`config.mk`:
```
export PLATFORM = sky130hd
export DESIGN_NAME = rx_serial_7o1_flat
export DESIGN_NICKNAME = d
export VERILOG_FILES = /design/src/rtl/rx_serial_7o1_if.sv /design/src/rtl/rx_serial_7o1.sv /design/src/flat_wrapper.sv
export SDC_FILE = /design/constraint.sdc
export NUM_CORES = 1
export LEC_CHECK = 0
export BUFFER_PORTS_ARGS = -buffer_cell sky130_fd_sc_hd__buf_2
export CORE_MARGIN = 5
export CORE_UTILIZATION = 60
export DETAILED_ROUTE_END_ITERATION = 16
export PLACE_DENSITY = 0.79
export SETUP_SLACK_MARGIN = 0.5
export SYNTH_ARGS = -nofsm -noshare
export SYNTH_HDL_FRONTEND = slang
export SYNTH_SLANG_ARGS = --single-unit
export TNS_END_PERCENT = 5
```
`constraint.sdc`:
```
create_clock -name clock -period 4.1 [get_ports clock]
set_input_delay 0.205 -clock clock [delete_from_list [all_inputs] [get_ports clock]]
set_output_delay 0.205 -clock clock [all_outputs]
set_load 0.02 [all_outputs]
```
`src/rtl/rx_serial_7o1_if.sv`:
```
// Signal bundle between the serial receiver and its consumer.
// The receiver takes the slave modport; the line driver / consumer takes master.
interface rx_serial_7o1_if;
    logic       dado_serial;
    logic       limpa;
    logic [6:0] dados_ascii;
    logic       pronto;
    logic       tem_dado;
    logic       erro_paridade;
    logic       erro_frame;
    logic [3:0] db_estado;

    modport slave (
        input  dado_serial,
        input  limpa,
        output dados_ascii,
        output pronto,
        output tem_dado,
        output erro_paridade,
        output erro_frame,
        output db_estado
    );

    modport master (
        output dado_serial,
        output limpa,
        input  dados_ascii,
        input  pronto,
        input  tem_dado,
        input  erro_paridade,
        input  erro_frame,
        input  db_estado
    );
endinterface

```
`src/rtl/rx_serial_7o1.sv`:
```
// UART receiver, 7 data bits LSB first, odd parity, 1 stop bit, idle high.
// Samples mid-bit, reports parity/framing errors and a sticky tem_dado flag.
module rx_serial_7o1 #(
    parameter int unsigned CLKS_PER_BIT = 434
) (
    input logic            clock,
    input logic            reset,
    rx_serial_7o1_if.slave bus
);
    localparam int unsigned   TW        = $clog2(CLKS_PER_BIT);
    localparam logic [TW-1:0] TICK_BIT  = TW'(CLKS_PER_BIT - 1);
    localparam logic [TW-1:0] TICK_HALF = TW'(CLKS_PER_BIT / 2 - 1);

    typedef enum logic [3:0] {
        INICIAL     = 4'd0,
        START       = 4'd1,
        DADOS       = 4'd2,
        PARIDADE    = 4'd3,
        STOP        = 4'd4,
        FINAL       = 4'd5,
        ESPERA_IDLE = 4'd6
    } state_t;

    state_t        state;
    state_t        state_next;
    logic          sync1;
    logic          rx_s;
    logic          rx_prev;
    logic          fall;
    logic [TW-1:0] tick;
    logic [2:0]    bitcnt;
    logic [6:0]    shift;
    logic          par_bit;
    logic [6:0]    dados;
    logic          pronto;
    logic          tem_dado;
    logic          erro_p;
    logic          erro_f;

    logic          counting;
    logic          tick_clr;
    logic          bit_clr;
    logic          shift_en;
    logic          par_en;
    logic          stop_en;

    assign fall = rx_prev & ~rx_s;

    // Two-flop synchroniser on the RX line plus previous-sample flop for edge detection.
    always_ff @(posedge clock or posedge reset) begin
        if (reset) begin
            sync1   <= 1'b1;
            rx_s    <= 1'b1;
            rx_prev <= 1'b1;
        end else begin
            sync1   <= bus.dado_serial;
            rx_s    <= sync1;
            rx_prev <= rx_s;
        end
    end

    // FSM state register.
    always_ff @(posedge clock or posedge reset) begin
        if (reset) begin
            state <= INICIAL;
        end else begin
            state <= state_next;
        end
    end

    // Next-state logic and datapath strobes.
    always_comb begin
        state_next = state;
        counting   = 1'b0;
        tick_clr   = 1'b0;
        bit_clr    = 1'b0;
        shift_en   = 1'b0;
        par_en     = 1'b0;
        stop_en    = 1'b0;
        case (state)
            INICIAL: begin
                if (fall) begin
                    tick_clr   = 1'b1;
                    state_next = START;
                end
            end
            START: begin
                counting = 1'b1;
                if (tick == TICK_HALF) begin
                    tick_clr = 1'b1;
                    if (!rx_s) begin
                        bit_clr    = 1'b1;
                        state_next = DADOS;
                    end else begin
                        state_next = INICIAL;
                    end
                end
            end
            DADOS: begin
                counting = 1'b1;
                if (tick == TICK_BIT) begin
                    tick_clr = 1'b1;
                    shift_en = 1'b1;
                    if (bitcnt == 3'd6) begin
                        state_next = PARIDADE;
                    end
                end
            end
            PARIDADE: begin
                counting = 1'b1;
                if (tick == TICK_BIT) begin
                    tick_clr   = 1'b1;
                    par_en     = 1'b1;
                    state_next = STOP;
                end
            end
            STOP: begin
                counting = 1'b1;
                if (tick == TICK_BIT) begin
                    tick_clr   = 1'b1;
                    stop_en    = 1'b1;
                    state_next = FINAL;
                end
            end
            FINAL: begin
                // erro_frame was loaded on the stop sample, so it is valid here.
                state_next = erro_f ? ESPERA_IDLE : INICIAL;
            end
            ESPERA_IDLE: begin
                if (rx_s) begin
                    state_next = INICIAL;
                end
            end
            default: state_next = INICIAL;
        endcase
    end

    // Tick/bit counters, shift register and result registers.
    // Results are loaded on the stop sample so they are already valid while pronto is high.
    always_ff @(posedge clock or posedge reset) begin
        if (reset) begin
            tick     <= '0;
            bitcnt   <= '0;
            shift    <= '0;
            par_bit  <= 1'b0;
            dados    <= '0;
            pronto   <= 1'b0;
            tem_dado <= 1'b0;
            erro_p   <= 1'b0;
            erro_f   <= 1'b0;
        end else begin
            if (tick_clr || !counting) begin
                tick <= '0;
            end else begin
                tick <= tick + TW'(1);
            end
            if (bit_clr) begin
                bitcnt <= '0;
            end else if (shift_en) begin
                bitcnt <= bitcnt + 3'd1;
            end
            if (shift_en) begin
                shift <= {rx_s, shift[6:1]};
            end
            if (par_en) begin
                par_bit <= rx_s;
            end
            pronto <= stop_en;
            if (stop_en) begin
                dados  <= shift;
                erro_p <= ~(^{shift, par_bit});
                erro_f <= ~rx_s;
            end
            // Set during FINAL takes priority over a simultaneous limpa.
            if (state == FINAL) begin
                tem_dado <= 1'b1;
            end else if (bus.limpa) begin
                tem_dado <= 1'b0;
            end
        end
    end

    assign bus.dados_ascii   = dados;
    assign bus.pronto        = pronto;
    assign bus.tem_dado      = tem_dado;
    assign bus.erro_paridade = erro_p;
    assign bus.erro_frame    = erro_f;
    assign bus.db_estado     = state;
endmodule

```
`src/flat_wrapper.sv`:
```
// flat-port wrapper written by rule: the top's interface ports become plain ports
module rx_serial_7o1_flat 
#(
    parameter int unsigned CLKS_PER_BIT = 434
)
  (clock, reset, bus_dado_serial, bus_limpa, bus_dados_ascii, bus_pronto, bus_tem_dado, bus_erro_paridade, bus_erro_frame, bus_db_estado);
  rx_serial_7o1_if bus_i ();
  input logic clock;
  input logic reset;
  input wire logic [$bits(bus_i.dado_serial)-1:0] bus_dado_serial;
  input wire logic [$bits(bus_i.limpa)-1:0] bus_limpa;
  output wire logic [$bits(bus_i.dados_ascii)-1:0] bus_dados_ascii;
  output wire logic [$bits(bus_i.pronto)-1:0] bus_pronto;
  output wire logic [$bits(bus_i.tem_dado)-1:0] bus_tem_dado;
  output wire logic [$bits(bus_i.erro_paridade)-1:0] bus_erro_paridade;
  output wire logic [$bits(bus_i.erro_frame)-1:0] bus_erro_frame;
  output wire logic [$bits(bus_i.db_estado)-1:0] bus_db_estado;
  assign bus_i.dado_serial = bus_dado_serial;
  assign bus_i.limpa = bus_limpa;
  assign bus_dados_ascii = bus_i.dados_ascii;
  assign bus_pronto = bus_i.pronto;
  assign bus_tem_dado = bus_i.tem_dado;
  assign bus_erro_paridade = bus_i.erro_paridade;
  assign bus_erro_frame = bus_i.erro_frame;
  assign bus_db_estado = bus_i.db_estado;
  rx_serial_7o1 #(.CLKS_PER_BIT(CLKS_PER_BIT)) u_core (.clock(clock), .reset(reset), .bus(bus_i));
endmodule
```
==> impl_metrics.tcl <==
set metrics [dict create \
    worst_slew_pin_slew_ns 0.661 \
    synth-async-reset-ratio_pct 100 \
    syn_avg_cell_area_um2 12.0 \
    worst_setup_path_end_kind "flop" \
    place_area_um2 1890 \
    fp.dieW_um 64.3 \
    maxCapViolCount 0 \
    relSlewSlack_pct 55.6 \
    cts_root_buf "clkbuf_4" \
    io_buffers 17 \
    max_freq_ghz 0.476 \
    power_frac_comb_pct 27.4 \
    gp_congestion 0.882 \
    dr.pass1.iters 4 \
    yosys.area.top_type "dfrtp_1" \
    die_h_um 64.3 \
    startpoint_type "flop" \
    grt_max_degree 38 \
    routedWlPerCell_um 13.8 \
    viasPerCell 5.48 \
    htreeDepth 2 \
    worstPathMaxFanout 10 \
    synth_edf_count 0 \
    p_per_area_nw_per_um2 465 \
    drc 0 \
    synth_warnings 0 \
    antenna_cells 0 \
    synthTopCellsByArea "dfrtp_1 48%, mux2_2 8.3%, xnor2_1 6.9%" \
    finalHoldViolCount 0 \
    p_leak_nw 0.949 \
    synth_ff_type "dfrtp_1" \
    rows 19 \
    insertion_delay_ns 0.34 \
    hold_slack_ns 0.0397 \
    power.switching_mw 0.332 \
    nets 181 \
    dp.cells 194 \
    cts_sinks 37 \
    final_cells 204 \
    tns_ns 0 \
    ys_ff_latch 37 \
    seq_power_share_pct 50.8 \
    cts_buffer_depth 2 \
    hold_class "in -> reg" \
    finalMaxSlewViolations 0 \
    overflow 0 \
    io_pins 19 \
    min_period_ns 2.10 \
    netlist.area_leader.share_pct 48.1 \
    fin_crit_sh_pct 51.3 \
    netlist-cell-type-count 38 \
    core-area_um2 2780 \
    netlist_area_um2 1770 \
    design_area_um2 1970 \
    drive_gt1_share_pct 27.7 \
    antenna_left 0 \
    cts_tree "built" \
    clk_pin_slew_ns 0.11 \
    grt_pass1_wl_mm 5.04 \
    switching_share_pct 36.2 \
    antenna_found_initial 0 \
    grt.total_usage_pct 15.6 \
    dp_hpwl_mm 2.04 \
    start_util_pct 63.7 \
    vdd_drop_max_mv 0.496 \
    syn_inst 148 \
    internal_power_mw 0.584 \
    synth_fp_nets 157 \
    die-area_um2 4140 \
    rsz0062_at_grt "false" \
    synth_seq_area_share_pct 52.5 \
    setup-violations-final 0 \
    reg2reg_slack_ns 2.00 \
    worst_ep_arrival_time_ns 2.34 \
    cts_buffers 5 \
    fin_worst_skew_ns 0.0119 \
    status "complete, no violations" \
    criticalPathCategory "reg -> reg" \
    required_ns 4.33 \
    wirelength_mm 2.81 \
    p_clk_share_pct 21.8 \
    syn2layout_area_growth_pct 11.2 \
    drt_iter0_drc 43 \
    vias 1118 \
    grt_pass1_vias 1150 \
]
[worst max-delay path: stages (launching register included)]
cell	delay, ns
dfrtp_1	0.41
inv_1	0.08
ha_1	0.16
nand4bb_2	0.19
or2_1	0.30
nor3_4	0.46
mux2_2	0.39
[final timing paths]
path / startpoint / to / cells after the start
max: u_core.tick[1] / u_core.bus.erro_paridade / 6
max reg2reg: u_core.tick[1] / u_core.bus.erro_paridade / 6
min in group asynchronous: reset / u_core.shift[3] / 4
min: bus_limpa / u_core.bus.tem_dado / 2
max in group asynchronous: reset / u_core.rx_prev / 4
min reg2reg: u_core.sync1 / u_core.rx_s / 0
[state kept, by name, summed over array words and instances, names as in the netlist, 3 cells and up]
| signal | count |
|---|---|
| u_core.bitcnt | 3 |
| u_core.bus.dados_ascii | 7 |
| u_core.tick | 9 |
| u_core.shift | 7 |
| u_core.bus.db_estado | 3 |
[cells in the mapped netlist, types with 2 or more instances]
| master | number |
|---|---|
| clkbuf_1 | 2 |
| a31oi_1 | 2 |
| ha_1 | 5 |
| mux2_1 | 4 |
| mux2_2 | 13 |
| nor2_1 | 16 |
| xnor2_1 | 14 |
| dfstp_2 | 3 |
| inv_1 | 10 |
| dfrtp_1 | 34 |
| nand3_1 | 3 |
| o22ai_1 | 2 |
| nor3_1 | 2 |
| nor3b_1 | 2 |
| o21ai_0 | 4 |
| mux2i_1 | 3 |
| xor2_1 | 2 |
| nor2b_1 | 3 |
| nand2_1 | 5 |
[cell usage in the layout, fill, tap and decap left out, types with 2 or more instances in the layout]
master         netlist  routed
mux2_1               4       4
nand3_1              3       3
dfstp_2              3       3
dlygate4sd3_1        0       2
nor2_1              16      16
clkbuf_4             0       5
o22ai_1              2       2
inv_1               10      10
buf_2                0      17
nor2b_1              3       3
dfrtp_1             34      34
ha_1                 5       5
o21ai_0              4       4
a31oi_1              2       2
nand2_1              5       5
mux2i_1              3       3
nor3b_1              2       2
xnor2_1             14      14
nor3_1               2       2
xor2_1               2       2
mux2_2              13      13
[what timing repair did]
item                                    CTS  global route
hold buffers                              2             0
gates resized for setup                   0             0
setup buffers                             0             0
hold endpoints to repair                 35             0
endpoints found under the setup margin    0             0
[per-stage QoR]
step           setup slack (ns)  power, mW  util (%)
2_1_floorplan              2.18      0.660         -
4_1_cts                    1.98      0.927      70.8
5_1_grt                    1.84      0.986      70.8
3_5_place_dp               1.99      0.724      67.8
3_3_place_gp               2.03      0.712      67.8
6_report                   2.00      0.915      70.8
[routing by layer]
metal,vias to the layer above,global-route usage (%),routed length [um]
met4,0,8.40,59
met3,9,4.38,147
met1,530,20.1,1320
li1,551,-,-
met2,28,23.8,1280
met5,-,0,0
[power by group through the flow]
stage	Combinational (mW)	Clock (mW)	Sequential [mW]
floorplan	0.202	0	0.458
global placement	0.246	0	0.466
detailed placement	0.253	0	0.471
CTS	0.256	0.208	0.464
global route	0.283	0.230	0.474
finish	0.251	0.199	0.465
[cells by family after synthesis]
logic type      share of synthesized area [%]
simple gates                             15.1
flops                                    52.5
mux                                      12.5
xor+xnor                                 7.92
compound gates                           5.23
buf+inv                                  2.97
fa+ha+maj                                3.53
other cells                             0.212
[cell type report]
class / instances / area [um^2]
well taps: 31 / 38.8
multi-input cells: 98 / 788
inverters: 10 / 37.5
flip-flops and latches: 37 / 930
clock inverters: 1 / 7.51
clock buffers: 7 / 55.1
repair buffers: 20 / 113
fillers: 212 / 812
Note: power is estimated with default switching activity, not from simulation.
